<file path="src/rtl/muldiv_unit_if.sv">
// Issue and write-back bundle between the decode/register-file side and muldiv_unit.
interface muldiv_unit_if #(
  parameter int DATA_WIDTH    = 16,
  parameter int NUM_REGISTERS = 16
);
  localparam int AW = $clog2(NUM_REGISTERS);

  logic                  start;
  logic [1:0]            op;
  logic [DATA_WIDTH-1:0] a;
  logic [DATA_WIDTH-1:0] b;
  logic [AW-1:0]         rd_addr;
  logic                  busy;
  logic                  done;
  logic [DATA_WIDTH-1:0] wd3;
  logic [AW-1:0]         wa3;
  logic                  we3;

  modport master (output start, op, a, b, rd_addr,
                  input  busy, done, wd3, wa3, we3);
  modport slave  (input  start, op, a, b, rd_addr,
                  output busy, done, wd3, wa3, we3);
endinterface

</file>
<file path="src/rtl/muldiv_unit.sv">
// Iterative one-bit-per-cycle unsigned multiply / restoring divide unit.
// The result is registered onto the register-file write port for exactly one cycle.
module muldiv_unit #(
  parameter int DATA_WIDTH    = 16,
  parameter int NUM_REGISTERS = 16
) (
  input  logic         clk,
  input  logic         rst,
  muldiv_unit_if.slave bus
);
  localparam int W  = DATA_WIDTH;
  localparam int AW = $clog2(NUM_REGISTERS);
  localparam int CW = $clog2(DATA_WIDTH + 1);

  localparam logic [1:0] OP_MUL   = 2'b00;
  localparam logic [1:0] OP_MULHU = 2'b01;
  localparam logic [1:0] OP_DIVU  = 2'b10;
  localparam logic [1:0] OP_REMU  = 2'b11;

  typedef enum logic [1:0] {IDLE, RUN, DONE} state_t;

  typedef struct packed {
    logic [1:0]    op;
    logic [W-1:0]  a;
    logic [W-1:0]  b;
    logic [AW-1:0] rd;
  } req_t;

  state_t        state, nxt;
  req_t          req;
  logic [2*W-1:0] prod;
  logic [W:0]     rem;
  logic [W-1:0]   quo;
  logic [CW-1:0]  cnt;

  logic [W-1:0]  wd3_q;
  logic [AW-1:0] wa3_q;
  logic          we3_q, done_q;

  logic [W:0]     psum, rsh, rdiff, rem_nx;
  logic [2*W-1:0] prod_nx;
  logic [W-1:0]   quo_nx, res;
  logic           div0, last;

  // Multiply: high half accumulates the multiplicand, low half shifts the multiplier out.
  always_comb begin
    psum    = {1'b0, prod[2*W-1:W]} + (prod[0] ? {1'b0, req.a} : {(W+1){1'b0}});
    prod_nx = {psum, prod[W-1:1]};
  end

  // Restoring divide: dividend bits shift MSB-first out of quo while quotient bits shift in.
  always_comb begin
    rsh    = {rem[W-1:0], quo[W-1]};
    rdiff  = rsh - {1'b0, req.b};
    rem_nx = rdiff[W] ? rsh : rdiff;
    quo_nx = {quo[W-2:0], ~rdiff[W]};
  end

  // Divide-by-zero is forced explicitly so it never depends on the iteration details.
  always_comb begin
    div0 = (req.b == '0);
    res  = '0;
    case (req.op)
      OP_MUL:   res = prod_nx[W-1:0];
      OP_MULHU: res = prod_nx[2*W-1:W];
      OP_DIVU:  res = div0 ? {W{1'b1}} : quo_nx;
      OP_REMU:  res = div0 ? req.a : rem_nx[W-1:0];
      default:  res = '0;
    endcase
  end

  assign last = (state == RUN) && (cnt == CW'(1));

  always_ff @(posedge clk) begin
    if (!rst) state <= IDLE;
    else      state <= nxt;
  end

  always_comb begin
    nxt = state;
    case (state)
      IDLE:    if (bus.start) nxt = RUN;
      RUN:     if (cnt == CW'(1)) nxt = DONE;
      DONE:    nxt = IDLE;
      default: nxt = IDLE;
    endcase
  end

  always_ff @(posedge clk) begin
    if (!rst) begin
      req    <= '0;
      prod   <= '0;
      rem    <= '0;
      quo    <= '0;
      cnt    <= '0;
      wd3_q  <= '0;
      wa3_q  <= '0;
      we3_q  <= 1'b0;
      done_q <= 1'b0;
    end else begin
      done_q <= 1'b0;
      we3_q  <= 1'b0;
      case (state)
        IDLE: if (bus.start) begin
          req  <= '{op: bus.op, a: bus.a, b: bus.b, rd: bus.rd_addr};
          prod <= {{W{1'b0}}, bus.b};
          rem  <= '0;
          quo  <= bus.a;
          cnt  <= CW'(W);
        end
        RUN: begin
          prod <= prod_nx;
          rem  <= rem_nx;
          quo  <= quo_nx;
          cnt  <= cnt - CW'(1);
          if (last) begin
            done_q <= 1'b1;
            we3_q  <= (req.rd != '0);
            wd3_q  <= res;
            wa3_q  <= req.rd;
          end
        end
        default: ;
      endcase
    end
  end

  assign bus.busy = (state != IDLE);
  assign bus.done = done_q;
  assign bus.we3  = we3_q;
  assign bus.wd3  = wd3_q;
  assign bus.wa3  = wa3_q;
endmodule

</file>
<file path="src/flat_wrapper.sv">
// flat-port wrapper written by rule: the top's interface ports become plain ports
module muldiv_unit_flat 
#(
  parameter int DATA_WIDTH    = 16,
  parameter int NUM_REGISTERS = 16
)
  (clk, rst, bus_start, bus_op, bus_a, bus_b, bus_rd_addr, bus_busy, bus_done, bus_wd3, bus_wa3, bus_we3);
  muldiv_unit_if #(.DATA_WIDTH(DATA_WIDTH), .NUM_REGISTERS(NUM_REGISTERS)) bus_i ();
  input  logic clk;
  input  logic rst;
  input wire logic [$bits(bus_i.start)-1:0] bus_start;
  input wire logic [$bits(bus_i.op)-1:0] bus_op;
  input wire logic [$bits(bus_i.a)-1:0] bus_a;
  input wire logic [$bits(bus_i.b)-1:0] bus_b;
  input wire logic [$bits(bus_i.rd_addr)-1:0] bus_rd_addr;
  output wire logic [$bits(bus_i.busy)-1:0] bus_busy;
  output wire logic [$bits(bus_i.done)-1:0] bus_done;
  output wire logic [$bits(bus_i.wd3)-1:0] bus_wd3;
  output wire logic [$bits(bus_i.wa3)-1:0] bus_wa3;
  output wire logic [$bits(bus_i.we3)-1:0] bus_we3;
  assign bus_i.start = bus_start;
  assign bus_i.op = bus_op;
  assign bus_i.a = bus_a;
  assign bus_i.b = bus_b;
  assign bus_i.rd_addr = bus_rd_addr;
  assign bus_busy = bus_i.busy;
  assign bus_done = bus_i.done;
  assign bus_wd3 = bus_i.wd3;
  assign bus_wa3 = bus_i.wa3;
  assign bus_we3 = bus_i.we3;
  muldiv_unit #(.DATA_WIDTH(DATA_WIDTH), .NUM_REGISTERS(NUM_REGISTERS)) u_core (.clk(clk), .rst(rst), .bus(bus_i));
endmodule
</file>
<file path="config.mk">
export PLATFORM = sky130hd
export DESIGN_NAME = muldiv_unit_flat
export DESIGN_NICKNAME = d
export VERILOG_FILES = /design/src/rtl/muldiv_unit_if.sv /design/src/rtl/muldiv_unit.sv /design/src/flat_wrapper.sv
export SDC_FILE = /design/constraint.sdc
export NUM_CORES = 1
export LEC_CHECK = 0
export ABC_CLOCK_PERIOD_IN_PS = 3230
export BUFFER_PORTS_ARGS = -buffer_cell sky130_fd_sc_hd__buf_2
export CAP_MARGIN = 20
export CORE_AREA = 2 2 98 194
export DETAILED_ROUTE_END_ITERATION = 16
export DIE_AREA = 0 0 100 196
export GPL_TIMING_DRIVEN = 0
export SYNTH_ARGS = -nofsm -noshare
export SYNTH_HDL_FRONTEND = slang
export SYNTH_SLANG_ARGS = --single-unit
</file>
<file path="constraint.sdc">
create_clock -name clk -period 3.23 [get_ports clk]
set_clock_uncertainty 0.1 [all_clocks]
set_input_delay 0.323 -clock clk [delete_from_list [all_inputs] [get_ports clk]]
set_output_delay 0.323 -clock clk [all_outputs]
set_load 0.01 [all_outputs]
</file>
==> summary.md <==
| Metric | Value |
|---|---|
| Status | complete, but fails checks |
| Violated checks | setup timing |
| Worst Hold Class | primary input to flip-flop |
| Post-Syn Nets | 998 |
| Crit path time final | about 3.3 ns |
| Starting Density | a little under 40% |
| Slew at the pin closest to its max-slew limit | 1.090 ns |
| Number of global-route vias before repair | between 7000 and 8000 |
| Share of the synthesized area in the top cell type | a little under two fifths |
| Hold_ws | 0.03175 ns |
| Post-synthesis compound-gate area fraction | a little under a quarter |
| Yosys Warn Count | 0 |
| Drt first pass iters | 5 |
| Cell Area, Synth | 7094 um^2 |
| Synth-to-layout area growth | 19.98% |
| Final-layout fill cell count | approximately 1900 |
| Grt ovf | 0 |
| Peak supply drop | 0.3940 mV |
| FMAX | slightly above 0.3 GHz |
| Post-Synth Adder-Cell Area | 6.561% |
| Syn Inst Count | 921 |
| Core area | roughly 18000 um^2 |
| DR vias | slightly above 7000 |
| Ant. Diodes | 0 |
| Detailed Route WL | 26370 um |
| Die width | 100 um |
| Post-synthesis mux area share | approximately 2.9% |
| Unrepaired setup endpoints after global routing | true |
| Routed vias/inst | 5.756 |
| DRT antenna net count | 0 |
| Worst relative slew slack | a little over a quarter |
| Initial DRC Count | 472 |
| Setup TNS | -0.1205 ns |
| CTS Root Cell | clkbuf_16 |
| Synth async-reset ratio | 0% |
| Post-synthesis register bit count | 131 |
| I/O Buffers | 63 |
| DIE HEIGHT | between 150 and 200 um |
| Number of synthesized flops with an enable pin | 0 |
| Synth area leader | dfxtp_1 |
| Crit path max fanout | 10 |
| Commonest non-fill, non-tap cell in the layout | nand2_1 |
| Pwr/cell area | 724.6 nW/um^2 |
| Setup WS post-layout | -0.08514 ns |
| Post-CTS Hold Buffers | 0 |
| Global-route wire length before repair | 39880 um |
| Area of the multi-input gates | 4280 um^2 |
| Clk buf depth | 2 |
| Xor/xnor share of the synthesized area | roughly 2.7% |
| Largest net degree at the start of global routing | 17 |
| DR WL met2 | 13440 um |
| Largest family of logic cells by synthesized area | compound AO/OA/AOI/OAI gates |
| Final hold vios | 0 |
| Initial antenna violation count | 0 |
| Clk_lat worst skew | 0.43 ns |
| Crit path capture type | flip-flop |
| Dpl cell area | 7680 um^2 |
| Setup Viol. Count Final | 3 |
| Register area | about 2600 um^2 |
| Post-synthesis simple-gate area fraction | 22.77% |
| Met1 Routed Length | 9085 um |
| Cell area after layout | 8512 um^2 |
| Leak | 3.397 nW |
| Uppermost routed layer | met4 |
| Worst EP required | 3.48 ns |
| Post-place setup slack | -0.6907 ns |
| Max_cap viols | 0 |
| HPWL Detailed | 20660 um |
| DRC viols | 0 |
| CTS Sinks | approximately 130 |
| Final net count | 1083 |
| I/O pins | 64 |
| Overall power | 6.168 mW |
| Synth Flop Type | dfxtp_1 |
| Share of cells above drive strength 1 | 12.86% |
| Mean Syn Cell Area | 7.703 um^2 |
| Most frequent cells in the layout | nand2_1, dfxtp_1, a21oi_1, buf_2, nor2_1 |
| Crit Path Class | flip-flop to flip-flop |
| CTS tree | built |
| CTS HTree Levels | 4 |
| GPL Wtd Cong | 0.9760 |
| Slowest-stage cell, CP | nor4_1 |
| CP cell instances | nor4_1, and4_1, clkbuf_1, clkbuf_1, o21ai_0, a31oi_1, o21ai_0, o211ai_1 |
| CP startpoint kind | flip-flop |
| Site Rows | 70 |
| Overall Global Routing Usage | 27.52% |
| Synth top area cells | dfxtp_1, nand2_1, ha_1, a21oi_1, a31oi_1 |
| Number of buffers created by CTS | 17 |
| Yosys cell types | 66 |
| Post-route clock period utilization | 102.6% |
| DR WL/cell | 21.35 um |
| Worst-path clk slew | 0.06 ns |
| Met3 WL | 1120 um |
| CP max stage delay | approximately 0.8 ns |
| Seq/Total Area, Yosys | between 30% and 40% |
| CP arrival | 3.57 ns |
| Die area | 19600 um^2 |
| Slew Viols, Final | 0 |
synthesized netlist by cell type, types with 11 or more instances:
master,instances
a22o_1,11
o21ai_0,49
mux2i_1,15
dfxtp_1,131
xnor2_1,14
nor2_1,62
nand2_1,213
nand3_1,18
a31oi_1,42
clkbuf_1,45
ha_1,34
a21oi_1,84
and2_1,20
inv_1,26
sequential cells by signal, indices dropped and copies added, names as in the netlist:
name and count:
u_core.state 2, u_core.bus.wd3 16, u_core.bus.done 1, u_core.bus.we3 1, u_core.rem 16, u_core.bus.wa3 4
u_core.quo 16, u_core.cnt 5, u_core.prod 32, u_core.req 38
logic make-up after synthesis:
logic type      count (synthesis)
simple gates                  369
compound gates                263
flops                         131
buf+inv                        80
fa+ha+maj                      36
xor+xnor                       22
mux                            20
per-layer routing:
metal | vias up | track usage, %
li1 | 3427 | -
met5 | - | 0
met1 | 3288 | 25.85
met3 | 127 | 4.667
met2 | 267 | 48.80
met4 | 0 | 25.98
path summary, 6_finish.rpt:
path	from	endpoint	slack, ns	cells after the start
worst min register to register	u_core.bus.wa3[0]	u_core.bus.wa3[0]	0.35	2
worst min-delay path	bus_rd_addr[1]	u_core.req[1]	0.03	3
worst max-delay path	u_core.req[14]	u_core.bus.wd3[9]	-0.09	8
worst max register to register	u_core.req[14]	u_core.bus.wd3[9]	-0.09	8
worst max-delay path, delay by kind of cell (launching register included):
| kind | cells | cell delay, ns |
|---|---|---|
| buffers and inverters | 2 | 1.00 |
| AOI/OAI and AO/OA | 4 | 0.61 |
| DFF | 1 | 0.32 |
| and+or+nand+nor | 2 | 1.20 |
area by class of cell:
cell class | count | area share, %
Multi-Input combinational cell | 710 | 50.29
Sequential cell | 131 | 30.82
Clock buffer | 24 | 5.894
Timing Repair Buffer | 68 | 4.189
Tap cell | 216 | 3.175
Buffer | 50 | 2.396
Clock inverter | 8 | 1.999
Inverter | 28 | 1.235
metrics by stage:
step,instances,utilization [%]
6_report,1235,46.72
2_1_floorplan,921,-
3_3_place_gp,1200,42.16
4_1_cts,1236,46.43
5_1_grt,1235,46.72
3_5_place_dp,1200,42.16
power breakdown:
group / switching, mW / internal [mW] / leakage [nW]
Sequential: 0.124 / 1.73 / 1.07
Clock: 0.748 / 1.47 / 0.323
Combinational: 1.23 / 0.872 / 2.01
Total: 2.10 / 4.07 / 3.40
repair_timing:
action | in CTS | in global routing
setup endpoints to repair | 35 | 23
gates cloned | 0 | 0
pin swaps | 2 | 2
buffers inserted | 4 | 2
gates resized for setup | 16 | 14
(Power assumes the default switching activity.)
